$ cat config.mk
export PLATFORM = sky130hd
export DESIGN_NAME = fetch_sequencer
export DESIGN_NICKNAME = d
export VERILOG_FILES = /design/src/rtl/fetch_sequencer.sv
export SDC_FILE = /design/constraint.sdc
export NUM_CORES = 1
export LEC_CHECK = 0
export ABC_AREA = 1
export CAP_MARGIN = 10
export CORE_UTILIZATION = 55
export CTS_BUF_LIST = sky130_fd_sc_hd__clkbuf_8
export CTS_CLUSTER_SIZE = 8
export DETAILED_ROUTE_END_ITERATION = 8
export DONT_BUFFER_PORTS = 1
export GPL_TIMING_DRIVEN = 0
export PLACE_DENSITY = 0.7
export SYNTH_ARGS = -nofsm -noshare
export SYNTH_HDL_FRONTEND = slang
export SYNTH_SLANG_ARGS = --single-unit
$ cat constraint.sdc
create_clock -name clk -period 6.15 [get_ports clk]
set_input_delay 1.5375 -clock clk [delete_from_list [all_inputs] [get_ports clk]]
set_output_delay 1.5375 -clock clk [all_outputs]
set_load 0.05 [all_outputs]
$ cat src/rtl/fetch_sequencer.sv
// Instruction fetch sequencer: owns the PC, drives a 1-cycle sync-read imem, queues words for decode.
// Latency issue->inst_valid 2 cycles; fetch stalls when queue plus in-flight read would exceed 2 entries.
module fetch_sequencer #(
  parameter logic [31:0] RESET_PC = 32'h0000_0000,
  parameter int          IMEM_AW  = 10
) (
  input  logic               clk,
  input  logic               reset,
  output logic               imem_en,
  output logic [IMEM_AW-1:0] imem_addr,
  input  logic [31:0]        imem_rdata,
  output logic               inst_valid,
  input  logic               inst_ready,
  output logic [31:0]        inst_data,
  output logic [31:0]        inst_pc,
  input  logic               redirect_valid,
  input  logic [31:0]        redirect_pc,
  input  logic               halt,
  output logic               fault,
  output logic [31:0]        fault_pc
);

  typedef enum logic [1:0] {START, RUN, FAULT} state_t;

  state_t      state;
  logic [31:0] pc;
  logic [31:0] pend_pc;
  logic        pending;
  logic [1:0]  count;
  logic        head;
  logic [31:0] q_data [2];
  logic [31:0] q_pc   [2];

  logic       in_run;
  logic       pop;
  logic [2:0] occ;
  logic       would_issue;
  logic       range_bad;
  logic       range_fault;
  logic       issue;
  logic       redir;
  logic       redir_fault;
  logic       wr_idx;

  assign inst_valid = (count != 2'd0);
  assign inst_data  = q_data[head];
  assign inst_pc    = q_pc[head];

  assign in_run = (state == RUN) && !reset;
  assign pop    = inst_valid && inst_ready;
  // Occupancy after this cycle's pop; the in-flight read already owns a slot.
  assign occ    = {1'b0, count} + {2'b00, pending} - {2'b00, pop};

  assign would_issue = in_run && !halt && !redirect_valid && (occ < 3'd2);
  assign range_bad   = |pc[31:IMEM_AW+2];
  assign range_fault = would_issue && range_bad;
  assign issue       = would_issue && !range_bad;
  assign redir       = in_run && redirect_valid;
  assign redir_fault = redir && (redirect_pc[1:0] != 2'b00);
  assign wr_idx      = head ^ count[0];

  assign imem_en   = issue;
  assign imem_addr = pc[IMEM_AW+1:2];

  always_ff @(posedge clk) begin
    if (reset) begin
      state    <= START;
      pc       <= RESET_PC;
      pend_pc  <= 32'h0;
      pending  <= 1'b0;
      count    <= 2'd0;
      head     <= 1'b0;
      fault    <= 1'b0;
      fault_pc <= 32'h0;
      for (int i = 0; i < 2; i++) begin
        q_data[i] <= 32'h0;
        q_pc[i]   <= 32'h0;
      end
    end else begin
      case (state)
        START: state <= RUN;
        RUN: begin
          if (redir_fault || range_fault) begin
            state    <= FAULT;
            fault    <= 1'b1;
            fault_pc <= redir_fault ? redirect_pc : pc;
            count    <= 2'd0;
            pending  <= 1'b0;
          end else if (redir) begin
            // Same-cycle pop is already complete on the decode side; the rest is dropped.
            pc      <= redirect_pc;
            count   <= 2'd0;
            pending <= 1'b0;
          end else begin
            pending <= issue;
            if (issue) begin
              pc      <= pc + 32'd4;
              pend_pc <= pc;
            end
            if (pending) begin
              q_data[wr_idx] <= imem_rdata;
              q_pc[wr_idx]   <= pend_pc;
            end
            if (pop) head <= ~head;
            count <= count + {1'b0, pending} - {1'b0, pop};
          end
        end
        default: state <= FAULT;
      endcase
    end
  end

endmodule

==> results.md <==
- Sequential share of the synthesized area: 0.582
- Number of sinks driven by the clock tree: about 230
- Clock latency reported for the late side of the worst-skew pair: about 520 ps
- Unrepaired setup endpoints after global routing: false
- Mean area per synthesized cell: around 9.5 sq um
- Total of max-cap violations: 0
- I/O Buffers: 0
- Post-synthesis cell type with the largest combined area: edfxtp_1
- Worst-case clock skew: 17.7 ps
- Most frequent cell after synthesis: nor2_1
- Maximum number of pins on one net before global-route repair: 65
- DRT iter0 DRCs: 333
- Number of global-route vias before repair: 7,041
- Transition time at the pin with the least slew margin: between 800 and 900 ps
- Total congestion overflow: 0
- Largest fanout on the critical path: 10
- Number of setup buffers added after CTS: 0
- Max frequency: between 150 and 200 MHz
- Cts bufs inserted: 38
- Post-Synthesis Net Count: about 1,100
- Mapped Cells: ~1,100
- TritonCTS clock tree: built
- Count of cells along the worst register-to-register path: 20
- Top area cells in the synthesized netlist: edfxtp_1 (38%), dfxtp_1 (20%), nor2_1 (9.0%)
- Max-Slew Margin vs Limit: 0.403
- Worst setup path category: in -> out
- Pre-CTS WS: ~630 ps
- Overall die area: ~19,000 sq um
- Area share of the largest cell type after synthesis: 0.378
- Count of pins on the block boundary: 178
- Final antenna diode count: 0
- NumNets Final: roughly 1,200
- Status: completed
- Core region area: approximately 18,000 sq um
- Final routed wirelength across all metal layers: 22.0 mm
- Crit start category: primary input
- Clk root buf: clkbuf_8
- Drt first pass iters: 5
- Finished layout cell area: 11,100 sq um
- Post-synthesis to final-layout area growth: 9.28%
- Number of warnings reported in the yosys synthesis log: 0
- Number of filler instances in the final layout: 1,555
- Peak supply drop: 0.200 mV
- Effective utilization at floorplan: 0.565
- Standby leakage power: roughly 0.0047 uW
- Most numerous cell types in the synthesized netlist: nor2_1 (245), nand2_1 (153), edfxtp_1 (128), inv_1 (108), dfxtp_1 (104)
- Hold path depth: 2
- CP endpoint kind: output pin
- Drc violations: 0
- Cell Pwr Density: between 200 and 300 nW/um^2
- Gp weighted congestion: between 0.8 and 0.9
- Buffer depth of the longest clock path: 3
- Initial antenna violation count: 0
- Share of flip-flops with an asynchronous set or reset: 0
- Synthesized flop and latch total: roughly 230
- Post-DR wirelength/cell: 16.2 microns
- Cell variety after synth: 33
- Hold Violations, Final: 0
- Cell area after technology mapping: about 10,000 sq um
- HPWL after detailed placement: 15.0 mm
- Main flop type after synthesis: edfxtp_1
- Count of endpoints failing setup in the final report: 0
- Clock-pin slew on the worst setup and hold paths: around 60 ps
- # hold bufs at CTS: 0
- Resized Gates After CTS: 0
- Average via count per standard cell: roughly 5.2
- Global-route wire length before repair: ~36 mm
- Remaining antenna violation count after routing: 0
- Setup slack after layout: around 660 ps
- Number of enable-type register cells in the synthesized netlist: approximately 130
- H-tree level count: 2
- Worst min-delay path class: reg -> reg
- Req. time, crit path: roughly 4600 ps
- Dpl cell area: ~10,000 sq um
- Count of pins over their slew limit: 0
- Count of standard-cell rows: between 40 and 50
- All-Layer GR Usage: 0.233
- Share of cells above drive strength 1: 0.166
- Die Y: 138 microns
- Via count: ~7,100
- Post-route minimum period: 5490 ps
- Final period util: 0.893
- Data arrival time of the worst path: ~4000 ps
- Chip width: roughly 140 microns
## worst max-delay path, stage by stage
cell,delay (ps)
nand2_1,90
inv_1,60
ha_1,270
inv_1,60
ha_1,130
inv_1,50
fa_1,480
inv_1,60
nor3_1,170
nand3_2,130
nor2_1,430
buf_2,480
## final cells by class
class	instances	area, sq um	share of cell area
clock buffer	41	564	0.0507
inverter	116	443	0.0398
buffer	68	429	0.0386
multi-input combinational	654	3400	0.305
tap	229	287	0.0258
sequential	232	5930	0.533
clock inverter	20	78.8	0.00709
## registers in the layout, indices dropped and copies added, names as in the netlist, named ones only
signal	count
fault	1
pending	1
q_pc	64
state	2
pend_pc	32
fault_pc	32
count	2
pc	32
q_data	64
head	1
## layer usage
layer | global-route usage | wire length, microns
met1 | 0.280 | 9040
met2 | 0.402 | 10700
met3 | 0.0686 | 1800
met4 | 0.0746 | 388
met5 | 0 | 0
## cell families (layout without fill, tap and decap cells)
group | after synthesis | in the layout | share of synthesized area
DFF | 232 | 232 | 0.582
and+or+nand+nor | 462 | 462 | 0.194
adders and majority gates | 4 | 4 | 0.00565
AOI/OAI and AO/OA | 121 | 121 | 0.0595
xor gates and xnor gates | 3 | 3 | 0.00258
buffers and inverters | 184 | 245 | 0.0857
muxes | 64 | 64 | 0.0708
## cells in the final DEF (no fill, tap or decap), types with 2 or more instances in the layout
| cell | n |
|---|---|
| buf_4 | 11 |
| nand2_4 | 5 |
| clkbuf_8 | 41 |
| clkinv_1 | 2 |
| buf_6 | 10 |
| nor2_1 | 245 |
| nand3_1 | 16 |
| xnor2_1 | 2 |
| nand3_2 | 4 |
| inv_2 | 4 |
| nor3_1 | 22 |
| nor2_4 | 11 |
| clkbuf_1 | 16 |
| dfxtp_1 | 104 |
| buf_8 | 2 |
| nand2_1 | 151 |
| edfxtp_1 | 128 |
| o21ai_0 | 84 |
| buf_2 | 26 |
| a21oi_1 | 37 |
| clkbuf_2 | 2 |
| mux2_2 | 64 |
| ha_1 | 3 |
| inv_1 | 127 |
| nand4_1 | 3 |
| or2_2 | 2 |
## metrics by stage
step / power, uW / util / hold WS (ps) / setup TNS (ps) / instances
floorplan: 2100 / - / 441 / 0 / 1070
finish: 3310 / 0.617 / 467 / 0 / 1360
detailed placement: 2170 / 0.582 / 461 / 0 / 1299
CTS: 3340 / 0.617 / 470 / 0 / 1360
global route: 3440 / 0.617 / 489 / 0 / 1360
global placement: 2170 / 0.581 / 455 / -31360 / 1299
## worst paths after layout
check | from | endpoint | slack (ps)
max | inst_ready | imem_en | 660
min | pend_pc[15]$_SDFFE_PP0P_ | pend_pc[15]$_SDFFE_PP0P_ | 470
max reg2reg | count[1]$_SDFFE_PP0N_ | q_pc[1][5]$_SDFFCE_PN0P_ | 1950
min reg2reg | pend_pc[15]$_SDFFE_PP0P_ | pend_pc[15]$_SDFFE_PP0P_ | 470
## power by group
part / total, uW / leakage [uW] / internal (uW) / switching [uW]
clock: 1170 / 0.000396 / 605 / 561
combinational: 331 / 0.00213 / 86.1 / 245
sequential: 1810 / 0.00217 / 1700 / 105
No activity file was read; power rests on OpenSTA's default activity.
